===== src/rtl/mem_access_stage.sv =====
// MEM-stage data-memory access controller: steers byte lanes onto a req/ack bus,
// freezes the pipeline while the access is outstanding and returns extended load data.
module mem_access_stage #(
    parameter int unsigned TIMEOUT = 255
) (
    input  logic        clk,
    input  logic        reset,
    input  logic        MemReadMEM,
    input  logic        MemWriteMEM,
    input  logic [1:0]  mem_sizeMEM,
    input  logic        mem_unsignedMEM,
    input  logic [31:0] alu_outMEM,
    input  logic [31:0] wdataMEM,
    output logic        stall,
    output logic [31:0] dmem_rdata,
    output logic        addr_err,
    output logic        bus_err,
    output logic        dbus_req,
    output logic        dbus_we,
    output logic [31:0] dbus_addr,
    output logic [3:0]  dbus_be,
    output logic [31:0] dbus_wdata,
    input  logic        dbus_ack,
    input  logic [31:0] dbus_rdata
);

    typedef enum logic [1:0] {IDLE, WAIT, DONE} state_t;

    state_t      state_q;
    logic [9:0]  cnt_q;
    logic        req_q, we_q, bus_err_q;
    logic [31:0] addr_q, wdata_q, rdata_q;
    logic [3:0]  be_q;

    logic        access, misaligned;
    logic [3:0]  be_d;
    logic [31:0] wdata_d, load_d, lane_shift;
    logic [15:0] half_sel;

    assign access = MemReadMEM | MemWriteMEM;

    always_comb begin
        misaligned = 1'b0;
        be_d       = 4'b1111;
        wdata_d    = wdataMEM;
        unique case (mem_sizeMEM)
            2'b00: begin
                be_d    = 4'b0001 << alu_outMEM[1:0];
                wdata_d = {4{wdataMEM[7:0]}};
            end
            2'b01: begin
                misaligned = alu_outMEM[0];
                be_d       = 4'b0011 << alu_outMEM[1:0];
                wdata_d    = {2{wdataMEM[15:0]}};
            end
            default: misaligned = |alu_outMEM[1:0];
        endcase
    end

    // Inputs are frozen during WAIT, so the ack-cycle word is steered with the same address bits.
    always_comb begin
        lane_shift = dbus_rdata >> {alu_outMEM[1:0], 3'b000};
        half_sel   = alu_outMEM[1] ? dbus_rdata[31:16] : dbus_rdata[15:0];
        load_d     = '0;
        if (MemReadMEM) begin
            unique case (mem_sizeMEM)
                2'b00:   load_d = mem_unsignedMEM ? {24'h0, lane_shift[7:0]}
                                                  : {{24{lane_shift[7]}}, lane_shift[7:0]};
                2'b01:   load_d = mem_unsignedMEM ? {16'h0, half_sel}
                                                  : {{16{half_sel[15]}}, half_sel};
                default: load_d = dbus_rdata;
            endcase
        end
    end

    always_ff @(posedge clk) begin
        if (reset) begin
            state_q   <= IDLE;
            cnt_q     <= '0;
            req_q     <= 1'b0;
            we_q      <= 1'b0;
            bus_err_q <= 1'b0;
            addr_q    <= '0;
            wdata_q   <= '0;
            rdata_q   <= '0;
            be_q      <= '0;
        end else begin
            bus_err_q <= 1'b0;
            case (state_q)
                IDLE: begin
                    if (access && !misaligned) begin
                        addr_q  <= {alu_outMEM[31:2], 2'b00};
                        we_q    <= MemWriteMEM;
                        be_q    <= MemWriteMEM ? be_d : 4'b1111;
                        wdata_q <= wdata_d;
                        req_q   <= 1'b1;
                        cnt_q   <= '0;
                        state_q <= WAIT;
                    end
                end
                WAIT: begin
                    if (dbus_ack) begin
                        req_q   <= 1'b0;
                        rdata_q <= load_d;
                        state_q <= DONE;
                    end else if (cnt_q == 10'(TIMEOUT - 1)) begin
                        req_q     <= 1'b0;
                        rdata_q   <= '0;
                        bus_err_q <= 1'b1;
                        state_q   <= DONE;
                    end else begin
                        cnt_q <= cnt_q + 10'd1;
                    end
                end
                DONE:    state_q <= IDLE;
                default: state_q <= IDLE;
            endcase
        end
    end

    assign stall      = !reset && ((state_q == IDLE && access && !misaligned) || state_q == WAIT);
    assign addr_err   = !reset && state_q == IDLE && access && misaligned;
    assign bus_err    = bus_err_q;
    assign dmem_rdata = (state_q == DONE) ? rdata_q : '0;
    assign dbus_req   = req_q;
    assign dbus_we    = we_q;
    assign dbus_addr  = addr_q;
    assign dbus_be    = be_q;
    assign dbus_wdata = wdata_q;

endmodule


===== config.mk =====
export PLATFORM = sky130hd
export DESIGN_NAME = mem_access_stage
export DESIGN_NICKNAME = d
export VERILOG_FILES = /design/src/rtl/mem_access_stage.sv
export SDC_FILE = /design/constraint.sdc
export NUM_CORES = 1
export LEC_CHECK = 0
export ABC_AREA = 1
export BUFFER_PORTS_ARGS = -buffer_cell sky130_fd_sc_hd__buf_2
export CAP_MARGIN = 10
export CORE_MARGIN = 5
export CORE_UTILIZATION = 45
export CTS_CLUSTER_SIZE = 10
export DETAILED_ROUTE_END_ITERATION = 8
export PLACE_DENSITY = 0.8
export SLEW_MARGIN = 20
export SYNTH_ARGS = -nofsm -noshare
export SYNTH_HDL_FRONTEND = slang
export SYNTH_SLANG_ARGS = --single-unit

===== constraint.sdc =====
create_clock -name clk -period 4.45 [get_ports clk]
set_clock_uncertainty 0.1 [all_clocks]
set_input_delay 0.89 -clock clk [delete_from_list [all_inputs] [get_ports clk]]
set_output_delay 0.89 -clock clk [all_outputs]
set_load 0.005 [all_outputs]

* After elaboration in Yosys (flattened, before gate mapping)
Index checks and enable logic that the tools add are counted.
** Word-level totals
- Flip-flop bits (word level) :: 113
- Bits of input ports :: 104
- Output and inout bits :: 105
- Word-level logic and storage cells :: 69
** Cells by class
- Add/sub/neg operators :: 1
- Equality and inequality tests :: 8
- Shift operators :: 3
- Muxes and demuxes :: 25
- Bitwise operators :: 2
- Reduce and logical (&&, ||, !) cells :: 21
** Operator list (number)
- 2-to-1 mux 32 bit :: 6
- one-hot mux 32 bit (2 select lines) :: 2
- right shift 32 x 5 -> 8 bit :: 1
- 2-to-1 mux 10 bit :: 3
- one-hot mux 10 bit (2 select lines) :: 1
- 2-to-1 mux 16 bit :: 1
- adder 10 x 1 -> 10 bit, second input constant :: 1
- equality test 10 x 8 -> 1 bit, second input constant :: 1
- one-hot mux 4 bit (2 select lines) :: 1
- logical AND 1 bit :: 7
- 2-to-1 mux 2 bit :: 3
- != test 2 bit, second input constant :: 3
- AND reduction 2 bit :: 3
- equality test 2 x 1 -> 1 bit, second input constant :: 2
- logical NOT 2 bit :: 2
- 2-to-1 mux 1 bit :: 4
- 2-to-1 mux 4 bit :: 1
- one-hot mux 1 bit (2 select lines) :: 2
- one-hot mux 2 bit (2 select lines) :: 1
- AND reduction 4 bit :: 1
- nonzero test 2 bit :: 2
- left shift 1 x 2 -> 4 bit, first input constant :: 1
- left shift 2 x 2 -> 4 bit, first input constant :: 1
- != test 3 bit, second input constant :: 1
- 8 further kinds :: 9

* Depth between registers and ports, before layout
Gate-level depths: netlist (run 1).
- Depth after elaboration :: 6
- Gate-level depth with buffers :: 10

* Worst setup path before layout (run 1)
Ideal clock, no wire load.
- Kind :: in2out
- Start :: input mem_sizeMEM[1]
- End :: output stall
- Data arrival time :: 1845 ps
- Required time :: 3460 ps
- Path slack :: 1615 ps
- Stages :: 8
- Buffers on the path :: 2
- Cell sequence :: buf_2 inv_2 nand2_4 o21ai_4 nor2_8 nand2_1 buf_2 o21ai_0
** On the way
- Word-level cells in the longest chain between the ends :: 6
** RTL lines
- start, declared :: line 10 : input logic [1:0] mem_sizeMEM,
- equality test 2 x 1 -> 1 bit or logical NOT 2 bit (tied branches) :: line 46 : unique case (mem_sizeMEM)
- one-hot mux 1 bit (2 select lines) (*) :: line 46
- logical NOT 1 bit (*) :: line 121 : assign stall = !reset && ((state_q == IDLE && access && !misaligned) || state_q == WAIT);
- logical AND 1 bit (*) :: line 121
- logical OR 1 bit (*) :: line 121
- logical AND 1 bit (*) :: line 121
- end, declared :: line 14 : output logic stall,
Mark *: on every way between the ends. The rest lies on a longest branch, timed or not.

* Worst setup path after layout (run 1)
Same ends and word-level chain as after synthesis.

==> impl_metrics.ini, run 1 <==
[sta]
fin_tns_setup_ns = 0
slew_violations = 0
hold_viol = 0
clock.fmax_ghz = 0.3036
setup_viol = 0
fin_ws_ns = 1.156
fin_crit_ns = 3.294
fin_crit_sh_pct = 74.02
slew_headroom_pct = 34.24
grt_setup_unrepaired = no
tightest_slew_ns = 0.9836
hold_ws_ns = 0.3385

[clock_network]
cts_tree = built
hold_buffers = 0
cts_num_sinks = 113
cts_root_buffer = clkbuf_16
path_clk_slew_ns = 0.05
clock_path_buffers = 2
cts_setup_buffers = 0
cts_buffers = 17
h-tree-depth = 4
cts_repair_resize_count = 0
clock_latency_ns = 0.40

[synth]
yosysMostFrequentCell = nand2_1
yosys-top-cells-area = dfxtp_1, nand2_1, a21oi_1
synth_edf_count = 0
synth.top_cell.area_share_pct = 41.83
synth_seq_cells = 113
yosysSeqAreaShare_pct = 41.83
async_reset_ff_share_pct = 0
avgSynthCellArea_sq_um = 6.676
yosys-top-cells-count = nand2_1, dfxtp_1, nor2_1
synthCells = 810
ys.warnings.count = 0
synth.largest_area_cell = dfxtp_1
synth_ff_type = dfxtp_1
syn_area_sq_um = 5408
yosysUniqueCellTypes = 37

[placement]
gp_congestion = 0.8925
place_hpwl_um = 11990
pre_cts_slack_ns = 1.124
io_buffers = 206
dp_cells = 1123
post_dp_cell_area_sq_um = 6432

[power]
p_per_area_nw_per_um2 = 421.1
ir_drop_mv = 0.2199
leakage_nw = 3.430
power_mw = 2.993

[global_route]
track_usage_pct = 22.50
grt_max_degree = 61
grt_overflow_total = 0
antenna_found_initial = 3
grt_pass1_vias = 5325
grt_pass1_wl_um = 25940

[setup_path]
crit_path_end_kind = primary output
cp.required_ns = 3.46
critPathLaunchType = primary input
critPathMaxFanout = 27
worst-setup-path-type = in -> out
critPathArrivalTime_ns = 2.30

[run_status]
outcome = complete, no violations

[drt]
num_vias = 5803
viasPerCell = 5.016
drt_first_pass_iters = 7
drt-initial-drc-count = 455
wirelength_um = 16250
wl_per_cell_um = 14.05
drc = 0
postRouteAntennaNets = 0

[cells_and_area]
instances_no_fill = 1157
fin_area_sq_um = 7108
area_delta_synth_final_pct = 31.44
fin_nets = 1101
num-fill-cells = 1162
drive_gt1_share_pct = 26.29
final_core_util_pct = 59.67

[floorplan]
die_y_um = 119.6
core-area_sq_um = 11910
initial_core_util_pct = 45.40
row_count = 40
io-pin-count = 209
chipWidth_um = 119.6
dieArea_sq_um = 14310

[hold_path]
min_path_type = reg -> reg

[flow_run]
drv_cap = 0
==> state kept, by name (all words and copies together), names as in the netlist <==
register and flops:
dbus_be 4, dbus_addr 30, bus_err 1, dbus_wdata 32, dbus_req 1, state_q 2, cnt_q 10, dbus_we 1
rdata_q 32
==> worst max-delay path, cell delays in order <==
cell     delay, ns
buf_2         0.42
inv_2         0.30
nand2_4       0.19
o21ai_4       0.09
nor2_8        0.08
nand2_1       0.07
o21ai_0       0.08
buf_2         0.15
==> metal layers <==
layer  global-route usage (%)  part of all wire, %
met5                        0                0.080
met4                    9.735                  2.4
met3                    6.268                  7.4
met2                    38.28                   49
met1                    26.52                   41
==> area by class of cell <==
class | count | area, sq um | share of cell area, %
multi-input combinational | 569 | 2603 | 36.61
clock inverter | 11 | 207.7 | 2.922
clock buffer | 21 | 460.4 | 6.478
timing repair buffer | 212 | 1076 | 15.14
sequential | 113 | 2262 | 31.83
antenna | 2 | 5.005 | 0.07041
tap | 147 | 183.9 | 2.588
inverter | 82 | 310.3 | 4.365
==> placed cells by master, fill, tap and decap left out, drive strengths merged <==
| cell type | Yosys | routed |
|---|---|---|
| ha | 2 | 2 |
| o211ai | 8 | 8 |
| inv | 81 | 81 |
| clkbuf | 19 | 21 |
| clkinvlp | 0 | 1 |
| or2 | 8 | 8 |
| buf | 28 | 212 |
| and2 | 1 | 1 |
| nand3 | 54 | 54 |
| xor2 | 2 | 2 |
| o21a | 7 | 7 |
| a21oi | 80 | 80 |
| nand2 | 243 | 243 |
| clkinv | 1 | 5 |
| nand4 | 5 | 5 |
| conb | 1 | 2 |
| nor3 | 1 | 1 |
| nor4 | 1 | 1 |
| o21ai | 54 | 54 |
| xnor2 | 2 | 2 |
| o21bai | 1 | 1 |
| bufinv | 0 | 6 |
| nor2 | 93 | 93 |
| dfxtp | 113 | 113 |
| diode | 0 | 2 |
| a31oi | 5 | 5 |
==> final timing paths <==
| path | start | end | slack (ns) | cells past startpoint |
|---|---|---|---|---|
| worst max register to register | state_q[0]$_SDFFE_PP0P_ | rdata_q[5]$_SDFFE_PP0P_ | 2.23 | 6 |
| worst max-delay path | mem_sizeMEM[1] | stall | 1.16 | 8 |
| worst min-delay path | dbus_addr[26]$_SDFFE_PP0P_ | dbus_addr[26]$_SDFFE_PP0P_ | 0.34 | 2 |
| worst min register to register | dbus_addr[26]$_SDFFE_PP0P_ | dbus_addr[26]$_SDFFE_PP0P_ | 0.34 | 2 |
==> power breakdown <==
group          internal (mW)  switching (mW)
clock                   1.07           0.448
combinational          0.139           0.226
sequential              1.07          0.0319
total                   2.29           0.705
==> cell families (layout without fill, tap and decap cells) <==
| kind of cell | count (synthesis) | count (layout) | share of synthesized area (%) |
|---|---|---|---|
| simple gates | 406 | 406 | 31.42 |
| compound gates | 155 | 155 | 15.41 |
| buf+inv | 129 | 326 | 10.16 |
| flops | 113 | 113 | 41.83 |
| xor+xnor | 4 | 4 | 0.6480 |
| fa+ha+maj | 2 | 2 | 0.4627 |
| other cells | 1 | 4 | 0.06935 |
Note: power is estimated with default switching activity, not from simulation.
==> run 2, diff against run 1 <==
--- a/config.mk
+++ b/config.mk
@@ -9,10 +9,10 @@
 export BUFFER_PORTS_ARGS = -buffer_cell sky130_fd_sc_hd__buf_2
 export CAP_MARGIN = 10
 export CORE_MARGIN = 5
-export CORE_UTILIZATION = 45
+export CORE_UTILIZATION = 44
 export CTS_CLUSTER_SIZE = 10
 export DETAILED_ROUTE_END_ITERATION = 8
-export PLACE_DENSITY = 0.8
+export PLACE_DENSITY = 0.81
 export SLEW_MARGIN = 20
 export SYNTH_ARGS = -nofsm -noshare
 export SYNTH_HDL_FRONTEND = slang
==> constraint.sdc (replaced) <==
create_clock -name clk -period 2.69 [get_ports clk]
set_clock_uncertainty 0.1 [all_clocks]
set_input_delay 0.538 -clock clk [delete_from_list [all_inputs] [get_ports clk]]
set_output_delay 0.538 -clock clk [all_outputs]
set_load 0.005 [all_outputs]
==> run 2 against run 1 <==
Against the previous run: design area is 0.67% higher; wire length increased by 2.1%; global-route usage grew 0.093 points; critical endpoint unchanged.
==> impl_metrics.ini, run 2 (synthesized netlist as in run 1, its figures left out) <==
[run_status]
outcome = complete, no violations

[floorplan]
initial_core_util_pct = 45.02
chipWidth_um = 120.9
core-area_sq_um = 12010
dieArea_sq_um = 14610
row_count = 40
die_y_um = 120.9
io-pin-count = 209

[cells_and_area]
instances_no_fill = 1167
multiInputGateArea_sq_um = 2600
num-fill-cells = 1164
fin_nets = 1111
area_delta_synth_final_pct = 32.32
regArea_sq_um = 2262
layout_common_cells = nand2_1, buf_2, dfxtp_1, nor2_1, a21oi_1
drive_gt1_share_pct = 26.94
fin_area_sq_um = 7156
final_common_cell = nand2_1

[setup_path]
worst-setup-path-type = reg -> out
crit_path_end_kind = primary output
reg2regPathDepth = 8
endpoint = stall
rr_endpoint = cnt_q[1]$_SDFFE_PP0P_
ff2ff_setup_slack_ns = 0.87
cp.required_ns = 2.05
critPathArrivalTime_ns = 1.59
critPathMaxFanout = 11
regToRegStartpoint = cnt_q[0]$_SDFFE_PP0P_
crit_start = state_q[0]$_SDFFE_PP0P_
critPathLaunchType = flop

[placement]
dp_cells = 1133
pre_cts_slack_ns = 0.5093
gp_congestion = 0.9348
io_buffers = 206
place_hpwl_um = 12110
post_dp_cell_area_sq_um = 6520

[sta]
hold_viol = 0
fin_ws_ns = 0.4573
grt_setup_unrepaired = no
clock.fmax_ghz = 0.4479
tightest_slew_ns = 0.5023
fin_crit_ns = 2.233
slew_violations = 0
fin_crit_sh_pct = 83.00
slew_headroom_pct = 66.29
setup_viol = 0
fin_tns_setup_ns = 0

[clock_network]
clock_latency_ns = 0.41
cts_num_sinks = 113
cts_buffers = 17
cts_repair_resize_count = 0
path_clk_slew_ns = 0.05
hold_buffers = 0
clock_path_buffers = 2
cts_setup_buffers = 0
cts_tree = built
h-tree-depth = 4
cts_root_buffer = clkbuf_16

[drt]
drt-initial-drc-count = 391
wl_per_cell_um = 14.21
drc = 0
wirelength_um = 16590
postRouteAntennaNets = 0
viasPerCell = 4.939
drt_first_pass_iters = 5
num_vias = 5764

[power]
ir_drop_mv = 0.4122
p_per_area_nw_per_um2 = 672.7
power_mw = 4.814
leakage_nw = 3.454

[global_route]
grt_pass1_vias = 5261
grt_pass1_wl_um = 26260
grt_overflow_total = 0
antenna_found_initial = 4
track_usage_pct = 22.59
grt_busiest_layer = met2
grt_max_degree = 42
met1_usage_pct = 27.79
use_met2_pct = 36.68
use_met3_pct = 6.014

[hold_path]
min_path_type = in -> reg
hold_start = dbus_ack

[flow_run]
drv_cap = 0
==> run 2: changes by cell type in the layout (fill, tap and decap cells not counted), sizes merged <==
cell | previous run | this run
clkinv | 5 | 4
clkinvlp | 1 | 3
buf | 212 | 222
diode | 2 | 3
bufinv | 6 | 4
==> run 2: layer usage <==
layer,share of wire (%),wire length [um],vias to the layer above
li1,-,-,2957
met1,43,7098,2552
met2,47,7855,219
met3,6.9,1151,34
met4,2.8,462,2
met5,0.11,19,-
==> run 2: how the worst min path moves through the flow <==
stage | endpoint | cells after the start
3_5_place_dp | dbus_addr[25]$_SDFFE_PP0P_ | 2
2_1_floorplan | dbus_addr[10]$_SDFFE_PP0P_ | 2
3_3_place_gp | dbus_addr[9]$_SDFFE_PP0P_ | 2
6_report | bus_err$_SDFF_PP0_ | 2
4_1_cts | bus_err$_SDFF_PP0_ | 2
5_1_grt | bus_err$_SDFF_PP0_ | 2
==> run 2: per-stage QoR <==
stage | utilization, % | hold WS, ns
after floorplan | - | 0.3426
after global placement | 54.28 | 0.3227
after detailed placement | 54.28 | 0.3281
after CTS | 59.51 | 0.2139
after global routing | 59.57 | 0.2391
final | 59.57 | 0.2335
==> run 2: power breakdown <==
| group | internal [mW] | leakage, nW | total (mW) | switching [mW] |
|---|---|---|---|---|
| Sequential | 1.78 | 0.922 | 1.83 | 0.0494 |
| Combinational | 0.243 | 2.23 | 0.622 | 0.379 |
| Clock | 1.61 | 0.301 | 2.36 | 0.754 |
| Total | 3.63 | 3.45 | 4.81 | 1.18 |
==> run 2: final cells by class <==
type / count / share of cell area, %
multi-input combinational: 569 / 36.33
sequential: 113 / 31.61
timing repair buffer: 222 / 16.26
clock buffer: 21 / 6.575
inverter: 82 / 4.336
tap: 147 / 2.570
clock inverter: 10 / 2.203
antenna: 3 / 0.1049
==> run 2: worst max-delay path, stage by stage (launching register included) <==
cell	delay, ns
dfxtp_1	0.32
inv_1	0.05
nor2_1	0.22
inv_1	0.24
o21ai_0	0.21
buf_2	0.14
==> run 3, diff against run 2 <==
--- a/config.mk
+++ b/config.mk
@@ -9,10 +9,10 @@
 export BUFFER_PORTS_ARGS = -buffer_cell sky130_fd_sc_hd__buf_2
 export CAP_MARGIN = 10
 export CORE_MARGIN = 5
-export CORE_UTILIZATION = 44
+export CORE_UTILIZATION = 45
 export CTS_CLUSTER_SIZE = 10
 export DETAILED_ROUTE_END_ITERATION = 8
-export PLACE_DENSITY = 0.81
+export PLACE_DENSITY = 0.8
 export SLEW_MARGIN = 20
 export SYNTH_ARGS = -nofsm -noshare
 export SYNTH_HDL_FRONTEND = slang
==> constraint.sdc (replaced) <==
create_clock -name clk -period 2.3 [get_ports clk]
set_clock_uncertainty 0.1 [all_clocks]
set_input_delay 0.46 -clock clk [delete_from_list [all_inputs] [get_ports clk]]
set_output_delay 0.46 -clock clk [all_outputs]
set_load 0.005 [all_outputs]
==> run 3 against run 2 <==
Against the previous run: total power up 16%; flip-flop and latch count is the same; final cell count is essentially flat; via count rose by 0.10%; worst setup slack worse by 0.31 ns.
==> impl_metrics.ini, run 3 (synthesized netlist as in run 1, its figures left out) <==
[setup_path]
critPathBufInv = 3
crit_chain = inv_1 > nor2_1 > inv_1 > o21ai_0 > buf_2
crit_start = state_q[0]$_SDFFE_PP0P_
critPathArrivalTime_ns = 1.59
endpoint = stall
cp.required_ns = 1.74
worst-setup-path-type = reg -> out
slowest_delay_ns = 0.32
crit_path_end_kind = primary output
ff2ff_setup_slack_ns = 0.50
critPathMostFrequentCell = inv_1
regToRegStartpoint = cnt_q[0]$_SDFFE_PP0P_
reg2regPathDepth = 8
cp.depth = 5
critPathLaunchType = flop
cp_slowest_cell = dfxtp_1
rr_endpoint = rdata_q[10]$_SDFFE_PP0P_
critPathMaxFanout = 11
cp_top_family = buffers and inverters

[clock_network]
cts_root_buffer = clkbuf_16
cts_setup_buffers = 0
h-tree-depth = 4
cts_repair_resize_count = 0
path_clk_slew_ns = 0.05
cts_num_sinks = 113
cts_buffers = 17
hold_buffers = 0
clock_latency_ns = 0.40
cts_tree = built
clock_path_buffers = 2

[drt]
drt-initial-drc-count = 544
viasPerCell = 4.949
drt_first_pass_iters = 5
drc = 0
wl_per_cell_um = 13.84
num_vias = 5770
wirelength_um = 16130
postRouteAntennaNets = 0

[power]
power_mw = 5.572
leakage_nw = 3.444
ir_drop_mv = 0.6270
p_per_area_nw_per_um2 = 781.0

[global_route]
antenna_found_initial = 2
grt_pass1_wl_um = 25580
grt_max_degree = 59
track_usage_pct = 22.07
grt_pass1_vias = 5327
grt_overflow_total = 0

[sta]
clock.fmax_ghz = 0.4651
slew_violations = 0
grt_setup_unrepaired = no
hold_ws_ns = 0.1490
fin_tns_setup_ns = 0
fin_crit_sh_pct = 93.47
hold_viol = 0
setup_viol = 0
fin_crit_ns = 2.150

[cells_and_area]
final_common_cell = nand2_1
fin_nets = 1111
layout_common_cells = nand2_1, buf_2, dfxtp_1, nor2_1, a21oi_1
final_core_util_pct = 59.89
multiInputGateArea_sq_um = 2600
area_delta_synth_final_pct = 31.93
fin_area_sq_um = 7134
regArea_sq_um = 2262
drive_gt1_share_pct = 26.84
num-fill-cells = 1120

[flow_run]
drv_cap = 0

[floorplan]
core-area_sq_um = 11910
die_y_um = 119.6
initial_core_util_pct = 45.40
row_count = 40
chipWidth_um = 119.6
dieArea_sq_um = 14310
io-pin-count = 209

[run_status]
outcome = complete, no violations

[hold_path]
min_path_type = in -> reg

[placement]
post_dp_cell_area_sq_um = 6520
io_buffers = 206
place_hpwl_um = 11830
gp_congestion = 0.9303
## run 3: worst min-delay path by stage
| stage | from | slack [ns] | end | cells after the start |
|---|---|---|---|---|
| 2_1_floorplan | dbus_addr[10]$_SDFFE_PP0P_ | 0.34 | dbus_addr[10]$_SDFFE_PP0P_ | 2 |
| 3_3_place_gp | dbus_addr[11]$_SDFFE_PP0P_ | 0.32 | dbus_addr[11]$_SDFFE_PP0P_ | 2 |
| 3_5_place_dp | dbus_addr[10]$_SDFFE_PP0P_ | 0.33 | dbus_addr[10]$_SDFFE_PP0P_ | 2 |
| 4_1_cts | dbus_ack | 0.13 | bus_err$_SDFF_PP0_ | 2 |
| 5_1_grt | dbus_ack | 0.13 | bus_err$_SDFF_PP0_ | 2 |
| 6_report | dbus_ack | 0.15 | bus_err$_SDFF_PP0_ | 2 |
## run 3: final cells by class
cell class | count | area share, %
antenna | 2 | 0.07015
clock inverter | 11 | 2.280
timing repair buffer | 222 | 16.31
inverter | 82 | 4.349
multi-input combinational | 569 | 36.44
clock buffer | 20 | 6.261
tap | 147 | 2.578
sequential | 113 | 31.71
## run 3: per-layer routing
| layer | GRT usage (%) | up-vias | share of wire [%] |
|---|---|---|---|
| li1 | - | 2952 | - |
| met1 | 27.73 | 2566 | 43 |
| met2 | 35.84 | 220 | 47 |
| met3 | 5.844 | 32 | 7.1 |
| met4 | 9.234 | 0 | 2.5 |
| met5 | 0 | - | 0 |
## run 3: metrics by stage
step                      cells  worst slack (ns)
after floorplan             811            0.3253
after global placement     1133            0.3188
after detailed placement   1133            0.2989
after CTS                  1164            0.1314
after global routing       1166          0.004746
final                      1166            0.1501
## run 3: power breakdown
| part | internal [mW] | total (mW) | switching [mW] |
|---|---|---|---|
| Combinational | 0.285 | 0.724 | 0.438 |
| Sequential | 2.08 | 2.14 | 0.0596 |
| Clock | 1.82 | 2.71 | 0.886 |
